File: config.mk
export PLATFORM = sky130hd
export DESIGN_NAME = scr_wr_arbiter
export DESIGN_NICKNAME = d
export VERILOG_FILES = /design/src/rtl/scr_wr_arbiter.sv
export SDC_FILE = /design/constraint.sdc
export NUM_CORES = 1
export LEC_CHECK = 0
export ABC_AREA = 1
export BUFFER_PORTS_ARGS = -buffer_cell sky130_fd_sc_hd__buf_2
export CORE_MARGIN = 10
export CORE_UTILIZATION = 50
export DETAILED_ROUTE_END_ITERATION = 8
export PLACE_DENSITY_LB_ADDON = 0.08
export SYNTH_ARGS = -nofsm -noshare
export SYNTH_HDL_FRONTEND = slang
export SYNTH_SLANG_ARGS = --single-unit
File: constraint.sdc
create_clock -name clk -period 3 [get_ports clk]
set_clock_uncertainty 0.05 [all_clocks]
set_input_delay 0.9 -clock clk [delete_from_list [all_inputs] [get_ports clk]]
set_output_delay 0.9 -clock clk [all_outputs]
set_load 0.1 [all_outputs]
File: src/rtl/scr_wr_arbiter.sv
// Screen RAM write-port arbiter: buffered host writes plus a fill engine.
// One RAM write per clock, host first, with a starvation guard for the fill.
module scr_wr_arbiter #(
    parameter int unsigned FIFO_DEPTH   = 4,
    parameter int unsigned MAX_HOST_RUN = 8
) (
    input  logic        clk,
    input  logic        rst_n,
    input  logic        host_wr,
    input  logic [15:0] host_addr,
    input  logic [7:0]  host_data,
    output logic        host_full,
    output logic        host_ovf,
    input  logic        ovf_clr,
    input  logic        fill_start,
    input  logic        fill_abort,
    input  logic [15:0] fill_base,
    input  logic [15:0] fill_len,
    input  logic [7:0]  fill_val,
    output logic        fill_busy,
    output logic        fill_done,
    output logic        ram_wren,
    output logic [15:0] ram_wraddress,
    output logic [7:0]  ram_data
);

    localparam int unsigned PW = (FIFO_DEPTH > 1) ? $clog2(FIFO_DEPTH) : 1;
    localparam int unsigned CW = PW + 1;
    localparam int unsigned RW = $clog2(MAX_HOST_RUN + 1);
    localparam logic [CW-1:0] DEPTH_C = CW'(FIFO_DEPTH);
    localparam logic [RW-1:0] RUN_MAX = RW'(MAX_HOST_RUN);

    typedef enum logic [1:0] {
        S_IDLE,
        S_FILL,
        S_DONE
    } state_e;

    // Host write FIFO
    logic [23:0]   mem_q [FIFO_DEPTH];
    logic [PW-1:0] wp_q, wp_d;
    logic [PW-1:0] rp_q, rp_d;
    logic [CW-1:0] used_q, used_d;
    logic          ovf_q, ovf_d;

    // Fill engine
    state_e        state_q, state_d;
    logic [15:0]   base_q, base_d;
    logic [15:0]   len_q, len_d;
    logic [15:0]   cnt_q, cnt_d;
    logic [7:0]    val_q, val_d;
    logic          zlen_q, zlen_d;
    logic          done_q, done_d;

    // Arbiter and registered RAM port
    logic [RW-1:0] run_q, run_d;
    logic          wren_q, wren_d;
    logic [15:0]   waddr_q, waddr_d;
    logic [7:0]    wdata_q, wdata_d;

    logic          fifo_empty;
    logic          push;
    logic          pop;
    logic          host_gnt;
    logic          fill_gnt;
    logic          fill_last;
    logic [23:0]   head;

    assign fifo_empty = (used_q == '0);
    assign host_full  = (used_q == DEPTH_C);
    assign head       = mem_q[rp_q];
    assign fill_last  = (cnt_q == len_q - 16'd1);

    assign host_gnt = !fifo_empty &&
                      ((state_q != S_FILL) || (run_q < RUN_MAX));
    assign fill_gnt = !host_gnt && (state_q == S_FILL);

    assign push = host_wr && !host_full;
    assign pop  = host_gnt;

    // FIFO pointers, occupancy and sticky overflow flag
    always_comb begin
        wp_d   = wp_q;
        rp_d   = rp_q;
        used_d = used_q + CW'(push) - CW'(pop);
        ovf_d  = ovf_q;
        if (push) begin
            wp_d = wp_q + PW'(1);
        end
        if (pop) begin
            rp_d = rp_q + PW'(1);
        end
        if (host_wr && host_full) begin
            ovf_d = 1'b1;
        end else if (ovf_clr) begin
            ovf_d = 1'b0;
        end
    end

    // Fill FSM next state, region latch and completion pulse
    always_comb begin
        state_d = state_q;
        base_d  = base_q;
        len_d   = len_q;
        cnt_d   = cnt_q;
        val_d   = val_q;
        zlen_d  = zlen_q;
        done_d  = 1'b0;
        unique case (state_q)
            S_IDLE: begin
                if (fill_start) begin
                    base_d  = fill_base;
                    len_d   = fill_len;
                    val_d   = fill_val;
                    cnt_d   = 16'd0;
                    zlen_d  = (fill_len == 16'd0);
                    state_d = (fill_len == 16'd0) ? S_DONE : S_FILL;
                end
            end
            S_FILL: begin
                if (fill_gnt) begin
                    cnt_d = cnt_q + 16'd1;
                end
                if (fill_abort) begin
                    state_d = S_IDLE;
                end else if (fill_gnt && fill_last) begin
                    state_d = S_DONE;
                    done_d  = 1'b1;
                end
            end
            S_DONE: begin
                state_d = S_IDLE;
                done_d  = zlen_q && !fill_abort;
            end
            default: begin
                state_d = S_IDLE;
            end
        endcase
    end

    // Host run length and the registered RAM write for this cycle's grant
    always_comb begin
        run_d   = run_q;
        wren_d  = host_gnt || fill_gnt;
        waddr_d = waddr_q;
        wdata_d = wdata_q;
        if ((state_q != S_FILL) || fill_gnt) begin
            run_d = '0;
        end else if (host_gnt) begin
            run_d = run_q + RW'(1);
        end
        if (host_gnt) begin
            waddr_d = head[23:8];
            wdata_d = head[7:0];
        end else if (fill_gnt) begin
            waddr_d = base_q + cnt_q;
            wdata_d = val_q;
        end
    end

    // FIFO storage
    always_ff @(posedge clk or negedge rst_n) begin
        if (!rst_n) begin
            for (int i = 0; i < FIFO_DEPTH; i++) begin
                mem_q[i] <= '0;
            end
        end else if (push) begin
            mem_q[wp_q] <= {host_addr, host_data};
        end
    end

    // State registers
    always_ff @(posedge clk or negedge rst_n) begin
        if (!rst_n) begin
            wp_q    <= '0;
            rp_q    <= '0;
            used_q  <= '0;
            ovf_q   <= 1'b0;
            state_q <= S_IDLE;
            base_q  <= '0;
            len_q   <= '0;
            cnt_q   <= '0;
            val_q   <= '0;
            zlen_q  <= 1'b0;
            done_q  <= 1'b0;
            run_q   <= '0;
            wren_q  <= 1'b0;
            waddr_q <= '0;
            wdata_q <= '0;
        end else begin
            wp_q    <= wp_d;
            rp_q    <= rp_d;
            used_q  <= used_d;
            ovf_q   <= ovf_d;
            state_q <= state_d;
            base_q  <= base_d;
            len_q   <= len_d;
            cnt_q   <= cnt_d;
            val_q   <= val_d;
            zlen_q  <= zlen_d;
            done_q  <= done_d;
            run_q   <= run_d;
            wren_q  <= wren_d;
            waddr_q <= waddr_d;
            wdata_q <= wdata_d;
        end
    end

    assign host_ovf      = ovf_q;
    assign fill_busy     = (state_q != S_IDLE);
    assign fill_done     = done_q;
    assign ram_wren      = wren_q;
    assign ram_wraddress = waddr_q;
    assign ram_data      = wdata_q;

endmodule

==> results of run 1 <==
[Yosys cell counts]
library cell,number
nor4_1,3
nand3b_1,5
o31ai_1,2
or2_2,1
nor3_1,12
buf_2,13
mux2_2,15
o21ai_0,164
inv_1,129
nor2_2,1
nand2_2,1
nand4_1,11
ha_1,27
nor3_2,1
fa_1,2
clkbuf_1,35
xnor2_1,9
o21a_1,1
o22ai_1,17
a21oi_1,72
a221oi_1,8
o211ai_1,3
o21ai_2,1
nand2_1,272
nor2_4,1
clkinv_1,1
nor4_2,1
nor2_1,101
a31oi_1,3
a21boi_0,2
inv_2,3
nor3_4,1
xor2_1,22
dfrtp_1,193
nand3_1,37
nand2_4,1
o21bai_1,2
a221o_1,8
a21o_1,3
buf_1,3
[flip-flops by register name, indices dropped and copies added (netlist names)]
signal and cells:
len_q 16, mem_q 96, rp_q 2, run_q 4, cnt_q 16, val_q 8, host_ovf 1, base_q 16
wp_q 2, used_q 3, fill_done 1, zlen_q 1, ram_data 8, state_q 2, ram_wren 1, ram_wraddress 16
[worst max-delay path, delay by kind of cell (launching register included)]
kind,cells,cell delay [ns]
buffers and inverters,1,0.43
DFF,1,0.43
and+or+nand+nor,2,0.45
[routing by layer]
metal	track usage (%)	wire, um	up-vias
met5	0	0	-
met4	4.97	291	0
met3	3.47	1150	22
met2	30.6	11300	182
met1	27.7	12300	3836
li1	-	-	4063
[logic make-up after synthesis]
group           count (synthesis)  share of synthesized area (%)
simple gates                  449                           18.9
compound gates                286                           16.0
flops                         193                           49.4
buf+inv                       184                           7.24
xor+xnor                       31                           2.78
fa+ha+maj                      29                           3.87
mux                            15                           1.73
[path summary, 6_finish.rpt]
check	slack [ns]	endpoint	start
min in group clk	0.41	run_q[0]$_DFFE_PN0P_	run_q[0]$_DFFE_PN0P_
worst max-delay path	0.30	host_full	used_q[1]$_DFF_PN0_
worst min register to register	0.41	run_q[0]$_DFFE_PN0P_	run_q[0]$_DFFE_PN0P_
max in group asynchronous	1.85	mem_q[66]$_DFFE_PN0P_	rst_n
worst max register to register	0.43	used_q[2]$_DFF_PN0_	state_q[1]$_DFFE_PN0P_
worst min-delay path	0.38	mem_q[28]$_DFFE_PN0P_	rst_n
[final cells by class]
cell class                 count  area share [%]
sequential                   193            43.4
clock buffer                  18            3.85
clock inverter                14            1.08
inverter                     133            4.48
timing repair buffer         118            6.17
tap                          265            2.98
multi-input combinational    810            38.1
[power groups by stage]
stage          sequential (mW)  clock [mW]  combinational, mW
2_1_floorplan             5.52           0               3.55
5_1_grt                   4.64        2.32               6.80
3_5_place_dp              4.52           0               6.12
4_1_cts                   4.49        2.22               6.13
3_3_place_gp              4.50           0               6.02
6_report                  4.49        2.17               6.08
[per-stage QoR]
step / hold WS, ns / setup slack, ns / power, mW / instances
CTS: 0.392 / 0.271 / 12.8 / 1551
finish: 0.379 / 0.304 / 12.7 / 1551
global route: 0.414 / 0.206 / 13.8 / 1551
detailed placement: 0.408 / 0.444 / 10.6 / 1519
floorplan: 0.383 / 0.305 / 9.08 / 1187
global placement: 0.410 / 0.503 / 10.5 / 1519
==> flow_summary.json, run 1 <==
{
  "status": "finished, final reports clean",
  "switching_share_pct": 47.8,
  "tritoncts": "done",
  "worst_setup_ep_type": "output pin",
  "hold_buffers": 0,
  "final.period_utilization_pct": 89.9,
  "power.share.clock_pct": 17.0,
  "p_int_mw": 6.65,
  "clock_tree.root_cell": "clkbuf_16",
  "die_extent_in_x_um": 160,
  "synth.lib_cells_used.distinct": 40,
  "final_common_cell": "nand2_1",
  "placed_cell_area_um2": 10600,
  "setup.worst_path.class": "flop to output pin",
  "post_cts_resize_count": 0,
  "clock_sink_count": 193,
  "insertion_delay_ns": 0.44,
  "detail_route.wirelength_mm": 25.0,
  "comb_power_share_pct": 47.7,
  "grt_setup_unrepaired": "false",
  "post_synth.cell_area_avg_um2": 8.23,
  "net-switching-power_mw": 6.08,
  "fin_util_pct": 57.6,
  "filler_cell_count": 1833,
  "dp_hpwl_mm": 17.7,
  "vias": 8103,
  "max_slew.worst_pin.slew_ns": 0.599,
  "layout_net_count": 1372,
  "ios": 99,
  "static-leakage-power_nw": 5.59,
  "total_area_of_multi_input_combinational_cells_um2": 4240,
  "routedWlPerCell_um": 16.1,
  "gp_congestion": 0.940,
  "finalSetupTns_ns": 0,
  "synth_area_leaders": "dfrtp_1 49%, nand2_1 10%, o21ai_0 8.4%",
  "seq_total_area_yosys_pct": 49.4,
  "detail_route.drc_violations": 0,
  "drtPass1Iterations": 5,
  "die_area_um2": 25500,
  "critPathMaxFanout": 4,
  "hp-class": "primary input to async pin",
  "final.min_clock_period_ns": 2.70,
  "core_um2": 19300,
  "crit_path_max_incr_delay_ns": 0.43,
  "register_area_um2": 4830,
  "timing.critical_path.arrival_ns": 1.75,
  "initial_core_util_pct": 50.5,
  "cts_buffer_depth": 2,
  "cts_post_setup_buffers_inserted": 0,
  "grt_total_usage_pct": 19.6,
  "power.density_cell_area_nw_per_um2": 1140,
  "fp-row-count": 51,
  "largest_net_degree_at_the_start_of_global_routing": 57,
  "synthesis.area_um2": 9770,
  "synth_cells": 1187,
  "post_drt_via_cell_ratio": 5.22,
  "areaGrowthSynthToFinish_pct": 14.1,
  "drt_iter0_drcs": 588,
  "synth_seq_cells": 193,
  "max-vdd-ir-drop_mv": 1.74,
  "worstSetupStartpointType": "flop",
  "antenna_found_initial": 0,
  "mappedNetlistNets": 1286,
  "synthDominantCellAreaShare_pct": 49.4,
  "setup_viols_final": 0,
  "finish.instance_area_um2": 11100,
  "grt-ovfl-total": 0,
  "most-common-layout-cells": "271 x nand2_1, 193 x dfrtp_1, 164 x o21ai_0",
  "grt_pass1_vias": 7984,
  "cts_inserted_buffers": 17,
  "synthesis.yosys.warnings": 0,
  "drtAntennaViolNets": 0,
  "slew_headroom_pct": 60.0,
  "clk_pin_slew_ns": 0.08,
  "timing.final.hold_violations": 0,
  "worst_ep_required_time_ns": 2.05,
  "sequentialPowerShare_pct": 35.2,
  "drive_gt1_share_pct": 13.9,
  "critical_path.slowest_cell": "dfrtp_1",
  "reg2reg_depth": 11,
  "synthDominantAreaCellType": "dfrtp_1",
  "grt_pass1_wl_mm": 41.2,
  "cap_violations": 0,
  "insertedDiodeCount": 0,
  "port-buffer-count": 98,
  "dieHeight_um": 160,
  "crit_path_cell_trace": "or2_2, nor2_4, buf_2",
  "fmaxAchievable_ghz": 0.371,
  "number_of_pins_with_negative_max_slew_slack_in_the_final_report": 0,
  "clock_tree.htree_level_count": 4
}
No activity file was read; power rests on OpenSTA's default activity.
==> run 2: changes to the inputs <==
--- a/config.mk
+++ b/config.mk
@@ -5,7 +5,7 @@
 export SDC_FILE = /design/constraint.sdc
 export NUM_CORES = 1
 export LEC_CHECK = 0
-export ABC_AREA = 1
+export ABC_AREA = 0
 export BUFFER_PORTS_ARGS = -buffer_cell sky130_fd_sc_hd__buf_2
 export CORE_MARGIN = 10
 export CORE_UTILIZATION = 50
==> run 2 against run 1 <==
Effect of this change:
- sequential power rose by 5.3%
- sequential share of layout area up 0.22 points
- largest cell class unchanged
- register-to-register slack worse by 0.21 ns
- die area shrank 1.5%
- via count shrank 20%
- cell count is 25% lower
- wire length shrank 5.2%
- clock power increased by 3%
- first-iteration DRC count decreased by 32%
- global-route usage is essentially flat
- worst setup slack got worse by 0.086 ns
- combinational power grew 3%
- critical path type is now flop to flop
==> flow_summary.json, run 2 <==
{
  "fp-row-count": 50,
  "mappedNetlistNets": 883,
  "status": "finished, final reports clean",
  "finalSetupTns_ns": 0,
  "net-switching-power_mw": 5.68,
  "power.density_cell_area_nw_per_um2": 1190,
  "critPathLaunch": "len_q[3]$_DFFE_PN0P_",
  "slew_headroom_pct": 49.2,
  "synthDominantAreaCellType": "dfrtp_1",
  "vias": 6512,
  "ys_async_sr_fraction_pct": 100,
  "final.period_utilization_pct": 92.7,
  "synth_cells": 784,
  "synthTopCellsByCount": "193 x dfrtp_1, 133 x mux2_2, 60 x nand2_1, 41 x nor2_1, 31 x xnor2_1",
  "drive_gt1_share_pct": 36.1,
  "worst-path-buf-inv": 0,
  "worstSetupStartpointType": "flop",
  "synth_edf_count": 0,
  "final_common_cell": "dfrtp_1",
  "ios": 99,
  "setup.worst_path.class": "flop to flop",
  "number_of_pins_with_negative_max_slew_slack_in_the_final_report": 0,
  "tritoncts": "done",
  "synthesis.yosys.warnings": 0,
  "hold_buffers": 0,
  "timing.critical_path.arrival_ns": 3.03,
  "grt-ovfl-total": 0,
  "die_area_um2": 25100,
  "largest_net_degree_at_the_start_of_global_routing": 53,
  "post_drt_via_cell_ratio": 5.61,
  "layout_net_count": 986,
  "grt_setup_unrepaired": "false",
  "clk_pin_slew_ns": 0.07,
  "max-vdd-ir-drop_mv": 0.633,
  "placed_cell_area_um2": 10500,
  "power.share.clock_pct": 16.9,
  "timing.final.hold_violations": 0,
  "timing.critical_path.max_delay_family": "simple AND/OR/NAND/NOR gates",
  "critical_path.slowest_cell": "or4_4",
  "die_extent_in_x_um": 159,
  "static-leakage-power_nw": 4.85,
  "drtPass1Iterations": 4,
  "finish.instance_area_um2": 11100,
  "grt_pass1_vias": 7192,
  "hp-class": "primary input to async pin",
  "insertion_delay_ns": 0.44,
  "dominantRegCellSynth": "dfrtp_1",
  "core_um2": 18800,
  "synthesis.area_um2": 9600,
  "worst_setup_ep_type": "flop",
  "final.min_clock_period_ns": 2.78,
  "max_flop_register": "mem_q",
  "synthDominantCellAreaShare_pct": 50.3,
  "grt_pass1_wl_mm": 38.6,
  "synth_area_leaders": "dfrtp_1 50%, mux2_2 16%, mux4_2 5.6%",
  "p_int_mw": 7.52,
  "synth.lib_cells_used.distinct": 60,
  "critPathMaxFanout": 7,
  "cts_post_setup_buffers_inserted": 0,
  "crit_path_cell_trace": "or4_4, or4_4, nor4_2, o22ai_1, a2111oi_4, a21oi_1, nand4b_1",
  "antenna_found_initial": 2,
  "areaGrowthSynthToFinish_pct": 15.4,
  "routedWlPerCell_um": 20.4,
  "clock_tree.htree_level_count": 4,
  "crit_path_max_incr_delay_ns": 0.57,
  "clock_tree.root_cell": "clkbuf_16",
  "detail_route.drc_violations": 0,
  "library_cell_with_the_highest_instance_count_after_synthesis": "dfrtp_1",
  "sequentialPowerShare_pct": 35.9,
  "worst_ep_required_time_ns": 3.25,
  "post_cts_resize_count": 0,
  "cts_inserted_buffers": 17,
  "port-buffer-count": 98,
  "drtAntennaViolNets": 0,
  "setup_viols_final": 0,
  "drt_iter0_drcs": 398,
  "seq_total_area_yosys_pct": 50.3,
  "critical-path-top-cell-by-count": "or4_4",
  "reg2reg_to": "state_q[0]$_DFFE_PN0P_",
  "reg2reg_depth": 7,
  "comb_power_share_pct": 47.2,
  "initial_core_util_pct": 51.0,
  "dieHeight_um": 159,
  "worstReg2RegStart": "len_q[3]$_DFFE_PN0P_",
  "synth_seq_cells": 193,
  "cts_buffer_depth": 2,
  "post_synth.cell_area_avg_um2": 12.2,
  "largest_register_ff_count": 96,
  "switching_share_pct": 43.0,
  "dp_hpwl_mm": 17.3,
  "clock_sink_count": 193,
  "detail_route.wirelength_mm": 23.7,
  "gp_congestion": 0.851,
  "rrSetupSlack_ns": 0.22,
  "cap_violations": 0,
  "most-common-layout-cells": "193 x dfrtp_1, 133 x mux2_2, 97 x buf_2",
  "grt_total_usage_pct": 19.6,
  "fmaxAchievable_ghz": 0.359,
  "max_slew.worst_pin.slew_ns": 0.761
}
run 2: cell count changes in the layout (fill, tap and decap cells not counted), sizes merged, moves of 22 or more:
cell,change
mux4,+24
a21oi,-53
mux2,+118
nor2,-62
xnor2,+22
o21ai,-134
inv,-117
nand3,-24
nand2,-214
run 2: worst max-delay path by stage:
stage / endpoint / slack (ns) / depth (start not counted)
2_1_floorplan: used_q[2]$_DFF_PN0_ / 0.05 / 11
3_3_place_gp: state_q[0]$_DFFE_PN0P_ / 0.31 / 7
3_5_place_dp: state_q[0]$_DFFE_PN0P_ / 0.23 / 7
4_1_cts: state_q[1]$_DFFE_PN0P_ / 0.21 / 7
5_1_grt: ram_wraddress[15]$_DFFE_PN0P_ / 0.05 / 8
6_report: state_q[0]$_DFFE_PN0P_ / 0.22 / 7
run 2: worst reg2reg max path: stages (launching register included):
cell and delay, ns:
dfrtp_1 0.45, or4_4 0.57, or4_4 0.54, nor4_2 0.25, o22ai_1 0.15, a2111oi_4 0.38
a21oi_1 0.12, nand4b_1 0.17
run 2: kinds of logic (layout without fill, tap and decap cells):
family / count (synthesis) / after routing / synth area share, %
flops: 193 / 193 / 50.3
simple gates: 184 / 184 / 9.59
mux: 160 / 160 / 21.5
compound gates: 111 / 111 / 7.83
buf+inv: 58 / 174 / 2.35
xor+xnor: 49 / 49 / 4.47
fa+ha+maj: 29 / 29 / 3.93
other cells: 0 / 1 / 0
run 2: metal layers:
layer	GRT usage [%]	up-vias	part of all wire [%]
met3	4.61	23	4.1
li1	-	3058	-
met4	5.43	2	1.6
met5	0	-	0.042
met2	33.7	103	51
met1	24.2	3326	43
run 2: stage by stage:
stage / power, mW / utilization [%] / setup WS (ns) / std cells / hold slack [ns]
3_5_place_dp: 11.1 / 55.7 / 0.229 / 1128 / 0.418
3_3_place_gp: 10.8 / 55.7 / 0.307 / 1128 / 0.398
5_1_grt: 14.0 / 58.9 / 0.0510 / 1160 / 0.384
4_1_cts: 13.3 / 58.9 / 0.205 / 1160 / 0.378
6_report: 13.2 / 58.9 / 0.218 / 1161 / 0.369
2_1_floorplan: 9.43 / - / 0.0512 / 784 / 0.383
run 2: cell type report:
class,instances,area (um^2)
well taps,260,325
diodes,1,2.50
fillers,1548,7750
clock buffers,18,439
multi-input cells,533,4560
flip-flops and latches,193,4830
inverters,19,71.3
repair buffers,123,712
clock inverters,14,145
run 2: power groups by stage:
| stage | clock network, mW | registers (mW) | logic (mW) |
|---|---|---|---|
| 2_1_floorplan | 0 | 5.66 | 3.77 |
| 3_3_place_gp | 0 | 4.69 | 6.11 |
| 3_5_place_dp | 0 | 4.79 | 6.26 |
| 4_1_cts | 2.26 | 4.75 | 6.30 |
| 5_1_grt | 2.38 | 4.89 | 6.76 |
| 6_report | 2.23 | 4.73 | 6.24 |
==> run 3: changes to the inputs <==
--- a/config.mk
+++ b/config.mk
@@ -8,7 +8,7 @@
 export ABC_AREA = 0
 export BUFFER_PORTS_ARGS = -buffer_cell sky130_fd_sc_hd__buf_2
 export CORE_MARGIN = 10
-export CORE_UTILIZATION = 50
+export CORE_UTILIZATION = 52
 export DETAILED_ROUTE_END_ITERATION = 8
 export PLACE_DENSITY_LB_ADDON = 0.08
 export SYNTH_ARGS = -nofsm -noshare
==> run 3 against run 2 <==
Effect of this change:
- register-to-register slack better by 0.05 ns
- first-iteration DRC count decreased by 5.5%
- cell count shrank 2.6%
- critical path depth stayed put
- flip-flop and latch count is the same
- die area shrank 3.4%
- clock-buffer cell count down 1
- global-route usage about the same
- critical endpoint is now state_q[1]$_DFFE_PN0P_
- largest cell class unchanged
==> flow_summary.json, run 3 (same netlist as run 2, synthesis figures left out) <==
{
  "insertion_delay_ns": 0.43,
  "largest_net_degree_at_the_start_of_global_routing": 54,
  "layout_net_count": 988,
  "net-switching-power_mw": 5.69,
  "cts_inserted_buffers": 17,
  "drive_gt1_share_pct": 36.3,
  "dieHeight_um": 156,
  "initial_core_util_pct": 53.1,
  "critPathMaxFanout": 7,
  "sequentialPowerShare_pct": 35.3,
  "post_drt_via_cell_ratio": 5.76,
  "fp-row-count": 49,
  "grt_pass1_wl_mm": 37.8,
  "insertedDiodeCount": 0,
  "clock_sink_count": 193,
  "die_extent_in_x_um": 156,
  "detail_route.drc_violations": 0,
  "worst_ep_required_time_ns": 3.30,
  "dp_hpwl_mm": 17.1,
  "critical-path-top-cell-by-count": "or4_4",
  "cap_violations": 0,
  "areaGrowthSynthToFinish_pct": 15.2,
  "clk_pin_slew_ns": 0.07,
  "die_area_um2": 24300,
  "slew_headroom_pct": 48.6,
  "p_int_mw": 7.61,
  "worst-path-buf-inv": 0,
  "drtPass1Iterations": 5,
  "cts_post_setup_buffers_inserted": 0,
  "grt_setup_unrepaired": "false",
  "critical_path.slowest_cell": "or4_4",
  "gp_congestion": 0.880,
  "hp-class": "primary input to async pin",
  "power.share.clock_pct": 17.2,
  "cts_buffer_depth": 2,
  "clock_tree.htree_level_count": 4,
  "filler_cell_count": 1465,
  "drtAntennaViolNets": 0,
  "hold_buffers": 0,
  "post_cts_resize_count": 0,
  "static-leakage-power_nw": 4.87,
  "final_common_cell": "dfrtp_1",
  "timing.critical_path.max_delay_family": "simple AND/OR/NAND/NOR gates",
  "grt_total_usage_pct": 19.6,
  "grt_pass1_vias": 7058,
  "grt-ovfl-total": 0,
  "max_flop_register": "mem_q",
  "detail_route.wirelength_mm": 23.3,
  "worstSetupStartpointType": "flop",
  "final.period_utilization_pct": 91.1,
  "setup.worst_path.class": "flop to flop",
  "number_of_pins_with_negative_max_slew_slack_in_the_final_report": 0,
  "antenna_found_initial": 1,
  "final.min_clock_period_ns": 2.73,
  "vias": 6514,
  "max_slew.worst_pin.slew_ns": 0.769,
  "fmaxAchievable_ghz": 0.366,
  "setup_viols_final": 0,
  "clock_tree.root_cell": "clkbuf_16",
  "power.density_cell_area_nw_per_um2": 1200,
  "max-vdd-ir-drop_mv": 0.845,
  "port-buffer-count": 98,
  "crit_path_max_incr_delay_ns": 0.57,
  "timing.final.hold_violations": 0,
  "largest_register_ff_count": 96,
  "worst_setup_ep_type": "flop",
  "comb_power_share_pct": 47.5,
  "drt_iter0_drcs": 376,
  "ios": 99,
  "most-common-layout-cells": "193 x dfrtp_1, 133 x mux2_2, 97 x buf_2",
  "routedWlPerCell_um": 20.6,
  "timing.critical_path.arrival_ns": 3.03,
  "switching_share_pct": 42.8,
  "tritoncts": "done",
  "crit_path_cell_trace": "or4_4, or4_4, nor4_2, o22ai_1, a2111oi_4, nand3_2, a31oi_2",
  "finalSetupTns_ns": 0,
  "core_um2": 18100,
  "total_power_mw": 13.3,
  "status": "finished, final reports clean"
}
-- run 3: power by group through the flow --
stage          sequential (mW)  combinational [mW]  clock [mW]
6_report                  4.69                6.32        2.29
2_1_floorplan             5.66                3.77           0
5_1_grt                   4.85                6.80        2.45
3_5_place_dp              4.74                6.36           0
3_3_place_gp              4.63                6.22           0
4_1_cts                   4.70                6.39        2.33
-- run 3: worst register-to-register path, cell delays in order, from the launching register on --
cell	delay [ns]
dfrtp_1	0.45
or4_4	0.57
or4_4	0.53
nor4_2	0.21
o22ai_1	0.14
a2111oi_4	0.37
nand3_2	0.14
a31oi_2	0.18
-- run 3: final timing paths --
check                           depth (start not counted)                       endpoint            startpoint  slack (ns)
worst max-delay path                                    7         state_q[1]$_DFFE_PN0P_  len_q[3]$_DFFE_PN0P_        0.27
worst min-delay path                                    1  ram_wraddress[15]$_DFFE_PN0P_                 rst_n        0.37
worst max register to register                          7         state_q[1]$_DFFE_PN0P_  len_q[3]$_DFFE_PN0P_        0.27
worst min register to register                          1           run_q[0]$_DFFE_PN0P_  run_q[0]$_DFFE_PN0P_        0.43
max in group asynchronous                               2          mem_q[52]$_DFFE_PN0P_                 rst_n        1.81
min in group clk                                        1           run_q[0]$_DFFE_PN0P_  run_q[0]$_DFFE_PN0P_        0.43
-- run 3: cell type report --
type	count	area (um^2)	share of cell area (%)
Sequential cell	193	4830	43.6
Multi-Input combinational cell	533	4560	41.2
Clock buffer	17	425	3.84
Tap cell	229	287	2.59
Timing Repair Buffer	125	727	6.57
Clock inverter	15	168	1.51
Inverter	19	71.3	0.644
-- run 3: layer usage --
metal	share of wire [%]	global-route usage, %	routed length (um)	up-vias
met5	0.056	0	13	-
met4	1.1	4.14	247	2
met3	3.8	4.25	893	21
met2	53	34.9	12300	119
met1	42	24.0	9810	3300
li1	-	-	-	3072
-- run 3: per-stage QoR --
stage / setup WS, ns / hold slack (ns) / instance area [um^2] / std cells / utilization, %
3_5_place_dp: 0.254 / 0.417 / 10500 / 1099 / 57.9
3_3_place_gp: 0.306 / 0.396 / 10500 / 1099 / 57.9
5_1_grt: 0.0751 / 0.390 / 11100 / 1131 / 61.2
6_report: 0.266 / 0.372 / 11100 / 1131 / 61.2
4_1_cts: 0.248 / 0.381 / 11100 / 1131 / 61.2
2_1_floorplan: 0.0512 / 0.383 / 9610 / 784 / -
